<file path="config.mk">
export PLATFORM = sky130hd
export DESIGN_NAME = fifo_wr_src
export DESIGN_NICKNAME = d
export VERILOG_FILES = /design/src/rtl/fifo_wr_src.sv
export SDC_FILE = /design/constraint.sdc
export NUM_CORES = 1
export LEC_CHECK = 0
export CAP_MARGIN = 20
export CORE_MARGIN = 5
export CORE_UTILIZATION = 40
export CTS_CLUSTER_DIAMETER = 80
export CTS_CLUSTER_SIZE = 28
export DETAILED_ROUTE_END_ITERATION = 10
export PLACE_DENSITY = 0.76
export SETUP_SLACK_MARGIN = 0.2
export SLEW_MARGIN = 20
export SYNTH_ARGS = -nofsm -noshare
export SYNTH_HDL_FRONTEND = slang
export SYNTH_SLANG_ARGS = --single-unit
</file>
<file path="constraint.sdc">
create_clock -name wclk -period 2.25 [get_ports wclk]
set_clock_uncertainty 0.1 [all_clocks]
set_input_delay 0.45 -clock wclk [delete_from_list [all_inputs] [get_ports wclk]]
set_output_delay 0.45 -clock wclk [all_outputs]
set_load 0.02 [all_outputs]
</file>
<file path="src/rtl/fifo_wr_src.sv">
// fifo_wr_src: frame-aware write source for the write side of an async FIFO.
// Upstream beats pass through a 2-entry in-order buffer and are written as
// {last, data}. The enable is honoured on frame boundaries: dropping en
// mid-frame lets the current frame finish (DRAIN) before going idle.
// Optional feature: define FIFO_WR_SRC_STALL_EN to add the stall_cnt output.
module fifo_wr_src #(
  parameter int unsigned DW    = 8,
  parameter int unsigned CNT_W = 16
) (
  input  logic             wclk,
  input  logic             wrst,
  input  logic             en,
  input  logic             s_valid,
  input  logic [DW-1:0]    s_data,
  input  logic             s_last,
  output logic             s_ready,
  input  logic             wfull,
  output logic             winc,
  output logic [DW:0]      wdata,
  output logic             busy,
  output logic [CNT_W-1:0] frames
`ifdef FIFO_WR_SRC_STALL_EN
  ,
  output logic [CNT_W-1:0] stall_cnt
`endif
);

  typedef enum logic [1:0] {StIdle, StActive, StDrain} state_e;

  state_e           state_q, state_d;
  logic [1:0]       cnt_q, cnt_d;
  logic             in_frame_q, in_frame_d;
  logic [DW:0]      buf0_q, buf0_d;  // head entry
  logic [DW:0]      buf1_q, buf1_d;
  logic [CNT_W-1:0] frames_q, frames_d;
  logic             push, pop;
  logic [DW:0]      word;

  // Handshake outputs depend only on flops (plus wfull for the write strobe).
  always_comb begin
    s_ready = (cnt_q != 2'd2) &&
              ((state_q == StActive) || ((state_q == StDrain) && in_frame_q));
    winc    = (cnt_q != 2'd0) && !wfull && (state_q != StIdle);
    wdata   = buf0_q;
    busy    = (state_q != StIdle);
    frames  = frames_q;
    push    = s_valid && s_ready;
    pop     = winc;
    word    = {s_last, s_data};
  end

  // Buffer update: pop shifts the tail into the head, push appends in order.
  always_comb begin
    buf0_d = buf0_q;
    buf1_d = buf1_q;
    cnt_d  = cnt_q;
    case ({push, pop})
      2'b10: begin
        if (cnt_q == 2'd0) buf0_d = word;
        else               buf1_d = word;
        cnt_d = cnt_q + 2'd1;
      end
      2'b01: begin
        buf0_d = buf1_q;
        cnt_d  = cnt_q - 2'd1;
      end
      2'b11: begin
        if (cnt_q == 2'd1) begin
          buf0_d = word;
        end else begin
          buf0_d = buf1_q;
          buf1_d = word;
        end
      end
      default: ;
    endcase
  end

  // Frame tracking, frame counter and state transitions.
  always_comb begin
    in_frame_d = push ? !s_last : in_frame_q;
    frames_d   = frames_q;
    if (winc && buf0_q[DW]) frames_d = frames_q + 1'b1;
    state_d = state_q;
    unique case (state_q)
      StIdle:   if (en) state_d = StActive;
      StActive: begin
        if (!en) begin
          state_d = (!in_frame_d && (cnt_d == 2'd0)) ? StIdle : StDrain;
        end
      end
      StDrain: begin
        if (en)                                     state_d = StActive;
        else if (!in_frame_d && (cnt_d == 2'd0))    state_d = StIdle;
      end
      default: state_d = StIdle;
    endcase
  end

  // State registers; reset discards any buffered beats.
  always_ff @(posedge wclk or negedge wrst) begin
    if (!wrst) begin
      state_q    <= StIdle;
      cnt_q      <= 2'd0;
      in_frame_q <= 1'b0;
      buf0_q     <= '0;
      buf1_q     <= '0;
      frames_q   <= '0;
    end else begin
      state_q    <= state_d;
      cnt_q      <= cnt_d;
      in_frame_q <= in_frame_d;
      buf0_q     <= buf0_d;
      buf1_q     <= buf1_d;
      frames_q   <= frames_d;
    end
  end

`ifdef FIFO_WR_SRC_STALL_EN
  logic [CNT_W-1:0] stall_q, stall_d;

  // Count cycles where a beat is pending but the FIFO is full; saturate.
  always_comb begin
    stall_d = stall_q;
    if ((cnt_q != 2'd0) && wfull && (state_q != StIdle) && (stall_q != {CNT_W{1'b1}})) begin
      stall_d = stall_q + 1'b1;
    end
    stall_cnt = stall_q;
  end

  // Stall counter register.
  always_ff @(posedge wclk or negedge wrst) begin
    if (!wrst) stall_q <= '0;
    else       stall_q <= stall_d;
  end
`endif

endmodule

</file>
==> run summary, run 1 <==
TritonCTS built the clock tree. The detailed-route wire length per cell came out at 13.3 microns. In this run the cell area of the synthesized design comes to between 1500 and 2000 sq um.

After the first detailed-routing iteration, the DRC count stood at 40. After routing the design area is 2820 sq um. The layout net count came out at 255. Cells fill 59.4% of the core in the end. The share of the yosys chip area belonging to registers is slightly below 50%. The run finished with clean final reports. The relative area change from synthesis to final layout is 43.9%. In this run the horizontal extent of the chip is around 80 microns. The most used flip-flop cell after synthesis is sky130_fd_sc_hd__dfrtp_1. OpenSTA, run right after detailed placement, puts the worst setup slack at -0.215 ns. Power spread over the standard cell area amounts to 1110 nW/um^2. The post-layout total power is 3.13 mW. The number of antenna violations at the first check in global routing came out at 0. By count the netlist is led by sky130_fd_sc_hd__dfrtp_1, sky130_fd_sc_hd__nand2_1, sky130_fd_sc_hd__a21oi_1, sky130_fd_sc_hd__nor2_1, sky130_fd_sc_hd__xnor2_1. The total of endpoints with negative setup slack in the final report came out at 0. The path class of the tightest hold or removal check is input port to async pin. The post-layout minimum cycle time came out at between 2 and 2.5 ns.

The fraction of layout cells with a size suffix above 1 came out at between 20 and 30%. The buffer levels on the longest clock path came out at 2. The insertion delay of the later-clocked pin in the worst-skew pair came out at ~0.29 ns. The root buffer cell chosen for the clock tree is sky130_fd_sc_hd__clkbuf_8. The Yosys step of the flow raised 0 warnings. The worst setup path is launched from a flip-flop. The post-synthesis sequential element count came out at 39. In this run the critical register-to-register path is captured at buf1_q[0]$_DFFE_PN0P_. The gate count of the mapped netlist came out at 166. Across all layers, the routed design uses 1417 vias. Across the VDD grid, the largest voltage drop is 0.000409 V.

The overflow left after global routing is 0. The post-synth net total came out at ~190. For this configuration, the core starts out at a cell density of 41.3%. After floorplanning, the core was sized to cover 4750 sq um. The max-cap check violation count came out at 0.

By area the synthesized netlist is led by sky130_fd_sc_hd__dfrtp_1, sky130_fd_sc_hd__mux2_4, sky130_fd_sc_hd__ha_1. The cts-stage hold buffer count is 0. The number of global-route vias before repair is between 1k and 1.5k. For this run, design rule violations remaining after detail routing come to 0. A synthesized cell averages 11.8 sq um.

The CTS buffer count is 5. The wire length of the first global-routing pass is 6.94 mm. The HPWL after detailed placement came out at 2.91 mm.

Setup slack on the critical path of the routed design comes to 0.156 ns. The largest net degree at the start of global routing came out at 40. Global routing consumed, over all layers together, 14.1% of the routing resources. The die outline area came out at around 6400 sq um. The number of hold-slack violations in the final timing report came out at 0. The mean number of vias per cell is 4.71. The first detailed-routing pass ran for 4 iterations. Setup repair after global routing could not meet its margin everywhere.

STA classifies the critical path endpoint as a flip-flop. The number of enable-type register cells in the synthesized netlist is 0. The chip height is 80.0 microns.

The site row count came out at 25. Data on the critical path arrives at its endpoint at 2.17 ns. The H-tree depth reported by CTS is 2. The clock input transition at the sequential cells of the worst setup and hold paths came out at 0.08 ns. The required time of the worst setup path is 2.32 ns. The total negative slack is 0 ns. The global placer's final weighted congestion came out at between 0.7 and 0.8. For this block, the routed nets add up to 3.99 mm of wire. The number of diodes came out at 0.

The worst setup path is of the flip-flop to flip-flop kind. The pin slew with the least headroom to its limit came out at 0.485 ns. The slack of the worst reg-to-reg path came out at 0.16 ns.

The total placed instance area came out at between 2000 and 3000 sq um. The count of final max-slew check failures is 0. Along the worst path, the maximum fanout reaches 10. The fraction of post-synthesis cell area in the top cell type by area came out at around 50%. The relative slew slack came out at between 60% and 70%.

For this design the top-level I/O count stands at 42. The leakage power of the design came out at 1.27 nW. The proportion of synthesized flip-flops having asynchronous set or reset is 100%. The post-detailed-route count of antenna-violating nets came out at 0. The count of clock tree sinks is 39. Based on the critical path, the design can be clocked at up to 478 MHz. Among all cell types in the netlist, the one instantiated most often is sky130_fd_sc_hd__dfrtp_1. The launch point of the worst reg-to-reg path is state_q[0]$_DFFE_PN0P_.

The portion of the clock cycle consumed by the worst path in the final layout came out at 93.1%. The library cell occupying the most area in the post-synthesis netlist is sky130_fd_sc_hd__dfrtp_1. The number of buffer cells added on primary ports came out at 41. Measured in cells, the most critical reg-to-reg path has a length of 10. The distinct cell type count after synthesis is 37.
==> cell usage in the layout (no fill, tap or decap), types with 3 or more instances in the layout <==
cell type,instances
sky130_fd_sc_hd__dfrtp_1,38
sky130_fd_sc_hd__buf_4,18
sky130_fd_sc_hd__ha_1,4
sky130_fd_sc_hd__a21oi_1,10
sky130_fd_sc_hd__o21ai_1,3
sky130_fd_sc_hd__clkbuf_8,5
sky130_fd_sc_hd__ha_4,3
sky130_fd_sc_hd__mux2_4,8
sky130_fd_sc_hd__nand3_1,7
sky130_fd_sc_hd__clkdlybuf4s50_1,36
sky130_fd_sc_hd__xnor2_1,11
sky130_fd_sc_hd__a22oi_1,9
sky130_fd_sc_hd__nand2_1,11
sky130_fd_sc_hd__buf_12,3
sky130_fd_sc_hd__xor2_1,4
sky130_fd_sc_hd__nor2_1,11
sky130_fd_sc_hd__nand4_1,6
sky130_fd_sc_hd__inv_2,4
==> worst max path at each step <==
stage,depth (start not counted),end,from
6_report,10,buf1_q[0]$_DFFE_PN0P_,state_q[0]$_DFFE_PN0P_
5_1_grt,8,buf1_q[3]$_DFFE_PN0P_,cnt_q[1]$_DFF_PN0_
4_1_cts,10,buf1_q[0]$_DFFE_PN0P_,state_q[0]$_DFFE_PN0P_
3_5_place_dp,3,winc,wfull
3_3_place_gp,3,winc,wfull
2_1_floorplan,7,buf1_q[0]$_DFFE_PN0P_,cnt_q[1]$_DFF_PN0_
==> report_power, final <==
| group | internal [mW] | switching [mW] | leakage (nW) |
|---|---|---|---|
| clock network | 0.443 | 0.234 | 0.0654 |
| logic | 0.726 | 0.648 | 0.715 |
| registers | 0.924 | 0.160 | 0.486 |
| total | 2.09 | 1.04 | 1.27 |
==> state kept, by name, indices dropped and copies added, names as in the netlist <==
name        cells
buf1_q          9
cnt_q           2
frames         16
in_frame_q      1
state_q         2
wdata           9
==> metal layers <==
layer / up-vias / global-route usage (%) / share of wire (%)
li1: 726 / - / -
met1: 664 / 17.8 / 46
met2: 25 / 21.8 / 49
met3: 2 / 3.39 / 3.0
met4: 0 / 7.94 / 1.3
met5: - / 0 / 0
==> cell type report <==
| class | instances | area (sq um) |
|---|---|---|
| repair buffers | 62 | 593 |
| clock buffers | 6 | 72.6 |
| inverters | 7 | 28.8 |
| fillers | 389 | 1930 |
| clock inverters | 2 | 60.1 |
| well taps | 67 | 83.8 |
| multi-input cells | 118 | 1010 |
| flip-flops and latches | 39 | 977 |
==> cells by family after synthesis <==
group	share of synthesized area, %
AOI/OAI and AO/OA	11.0
adders and majority gates	5.10
xor gates and xnor gates	6.70
buffers and inverters	2.61
muxes	7.21
DFF	49.7
and+or+nand+nor	17.6
==> worst max-delay path: stages, from the launching register on <==
cell and delay [ns]:
sky130_fd_sc_hd__dfrtp_1 0.42, sky130_fd_sc_hd__nor2b_2 0.14, sky130_fd_sc_hd__nand2_1 0.10, sky130_fd_sc_hd__a21oi_4 0.16, sky130_fd_sc_hd__and2_4 0.17, sky130_fd_sc_hd__buf_4 0.11
sky130_fd_sc_hd__ha_4 0.16, sky130_fd_sc_hd__nand2_2 0.08, sky130_fd_sc_hd__o211ai_4 0.08, sky130_fd_sc_hd__buf_12 0.16, sky130_fd_sc_hd__mux2_4 0.30
==> per-stage QoR <==
step,std cells,hold WS (ns)
floorplan,166,0.0544
global placement,287,0.356
detailed placement,287,0.357
CTS,298,0.123
global route,301,0.147
finish,301,0.0962
==> timing repair <==
action	4_1_cts	5_1_grt
setup endpoints to repair	21	21
setup buffers	3	3
gates resized for setup	7	9
pin swaps	1	5
No activity file was read; power rests on OpenSTA's default activity.
==> run 2: changes to the inputs <==
SKIP_CTS_REPAIR_TIMING = 1   (was unset)
==> run 2 against run 1 <==
Effect of this change:
- flip-flop and latch count stayed put
- die area stayed put
- register-to-register slack worse by 0.07 ns
- core utilization is 0.55 points higher
- global-route usage is 0.29 points lower
- worst setup slack worse by 0.070 ns
- sequential share of layout area is 0.28 points lower
- via count is 2.0% higher
==> run summary, run 2 (same netlist as run 1, synthesis figures left out) <==
The total power divided by cell area came out at 1110 nW/um^2 (about the same). The total length of routed wires is 4.03 mm (was 3.99 mm). The pin slew with the least headroom to its limit is 0.494 ns (was 0.485 ns). The overall routing resource usage came out at 13.8% (was 14.1%). The worst reg2reg path depth came to 10 (unchanged). The portion of the clock cycle consumed by the worst path in the final layout is 96.2% (was 93.1%).

The flip-flop count of the largest register, all copies and words added was 16 (unchanged). The CTS tree is done (unchanged). The CTS buffer count is 5 (unchanged). The die outline area came out at 6410 sq um (unchanged).

Run status: finished, final reports clean (unchanged). The number of violations reported at the end of detailed-routing iteration 0 was 46 (was 40). The clock input transition at the sequential cells of the worst setup and hold paths was 0.08 ns (about the same).

The relative area change from synthesis to final layout is 45.2% (was 43.9%). The count of clock tree sinks came out at 39 (unchanged). The number of global-route vias before repair was 1478 (was 1490).

The highest attainable clock frequency came out at 462 MHz (was 478 MHz). The post-detailed-route count of antenna-violating nets came out at 0 (unchanged). The number of ports placed on the die boundary came out at 42 (unchanged).

The post-detailed-route DRC marker count is 0 (unchanged). The initial core utilization was 41.3% (unchanged). The wire length of the first global-routing pass is 6.83 mm (was 6.94 mm). The data arrival time of the critical path is 2.24 ns (was 2.17 ns). The number of buffer cells added on primary ports came out at 41 (unchanged). The insertion delay of the later-clocked pin in the worst-skew pair came out at 0.29 ns (about the same). The master of the slowest instance on the critical path was sky130_fd_sc_hd__dfrtp_2 (was sky130_fd_sc_hd__dfrtp_1). The placeable core area came to 4750 sq um (unchanged). The number of diodes came to 0 (unchanged).

The required time of the worst setup path is 2.32 ns (about the same). The setup slack of the critical path after layout came out at 0.0859 ns (was 0.156 ns). The startpoint class of the critical path is a flip-flop (unchanged). The HPWL after detailed placement came out at 2.91 mm (unchanged). The sort of element at the end of the critical path was a flip-flop (unchanged). The peak ir drop on the vdd network came out at 0.000434 V (was 0.000409 V). The floorplan die width is 80.0 microns (unchanged). The worst reg2reg path endpoint was buf1_q[0]$_DFFE_PN0P_ (unchanged). The post-layout total power was 3.16 mW (was 3.13 mW). The overflow left after global routing is 0 (unchanged). The number of antenna violations at the first check in global routing was 0 (unchanged). The post-layout minimum cycle time is 2.16 ns (was 2.09 ns). Top library cells by usage in the layout, fill and taps aside: sky130_fd_sc_hd__dfrtp_1, sky130_fd_sc_hd__clkdlybuf4s50_1, sky130_fd_sc_hd__buf_4 (unchanged).

The post-placement setup slack is -0.215 ns (unchanged). The total vias in the final route is 1445 (was 1417). The path type of the worst min-delay path is input port to async pin (unchanged). The leakage power of the design was 1.29 nW (was 1.27 nW).

The site row count was 25 (unchanged). The slack of the worst reg-to-reg path came out at 0.09 ns (was 0.16 ns). The chip height is 80.0 microns (unchanged). The layout net count came to 256 (was 255).

The worst-path maximum fanout is 10 (unchanged). The iteration count of the initial detailed-routing pass came out at 4 (unchanged). The H-tree depth reported by CTS came out at 2 (unchanged). Setup repair after global routing missed its margin: yes (unchanged). The total negative slack was 0 ns (unchanged).

The maximum cell stage delay along the critical path is 0.44 ns (was 0.42 ns). The count of final max-slew check failures is 0 (unchanged). The fraction of layout cells with a size suffix above 1 came out at 28.1% (was 27.8%). The launch point of the worst reg-to-reg path is state_q[0]$_DFFE_PN0P_ (unchanged). The critical path class was flip-flop to flip-flop (unchanged).

The global placer's final weighted congestion is 0.754 (unchanged). Cell chain of the critical path: nor2b_2 > nand2_1 > a21oi_4 > and2_4 > buf_4 > ha_4 > nand2_2 > o211ai_4 > buf_12 > mux2_4 (unchanged). The relative slew slack came to 67.1% (was 67.7%). The number of hold-slack violations in the final timing report is 0 (unchanged). The buffer levels on the longest clock path came to 2 (unchanged). The clock tree root buffer cell is sky130_fd_sc_hd__clkbuf_8 (unchanged). The total of endpoints with negative setup slack in the final report is 0 (unchanged). The mean number of vias per cell is 4.78 (was 4.71). The detailed-route wire length per cell is 13.3 microns (about the same). The max-cap check violation count is 0 (unchanged). The largest net degree at the start of global routing is 40 (unchanged).
run 2: changes by cell type in the layout (fill, tap and decap cells not counted), sizes merged:
cell           before  now
clkdlybuf4s50      36   37
dlymetal6s2s        1    3
clkbuf              7    6
clkdlybuf4s15       1    0
run 2: power breakdown:
| group | total [mW] | switching [mW] | internal [mW] |
|---|---|---|---|
| clock | 0.683 | 0.239 | 0.443 |
| combinational | 1.39 | 0.649 | 0.742 |
| sequential | 1.08 | 0.158 | 0.924 |
run 2: worst max-delay path by stage:
stage | endpoint | slack [ns] | start | cells past startpoint
6_report | buf1_q[0]$_DFFE_PN0P_ | 0.09 | state_q[0]$_DFFE_PN0P_ | 10
2_1_floorplan | buf1_q[0]$_DFFE_PN0P_ | 0.06 | cnt_q[1]$_DFF_PN0_ | 7
3_3_place_gp | winc | -0.22 | wfull | 3
5_1_grt | buf1_q[3]$_DFFE_PN0P_ | 0.008 | state_q[0]$_DFFE_PN0P_ | 10
4_1_cts | winc | -0.23 | wfull | 3
3_5_place_dp | winc | -0.22 | wfull | 3
run 2: stage by stage:
| step | area [sq um] | cells | hold WS (ns) | util [%] |
|---|---|---|---|---|
| 6_report | 2850 | 302 | 0.0978 | 59.9 |
| 5_1_grt | 2850 | 302 | 0.145 | 59.9 |
| 4_1_cts | 2760 | 295 | 0.123 | 58.0 |
| 3_5_place_dp | 2630 | 287 | 0.357 | 55.2 |
| 3_3_place_gp | 2630 | 287 | 0.356 | 55.2 |
| 2_1_floorplan | 2010 | 166 | 0.0544 | - |
run 2: worst max-delay path: cells and delay by family (launching register included):
family          cells  cell delay [ns]
flops               1             0.44
fa+ha+maj           1             0.17
mux                 1             0.30
buf+inv             2             0.27
simple gates        4             0.52
compound gates      2             0.25
run 2: metal layers:
layer	GRT usage (%)	wire, microns
met5	0	0
met4	7.94	73
met1	17.8	1870
met3	3.50	143
met2	20.7	1940
run 2: area by class of cell:
type,count,area (sq um)
multi-input combinational,118,1010
inverter,7,28.8
clock buffer,6,72.6
tap,67,83.8
sequential,39,978
fill,382,1910
timing repair buffer,63,616
clock inverter,2,60.1
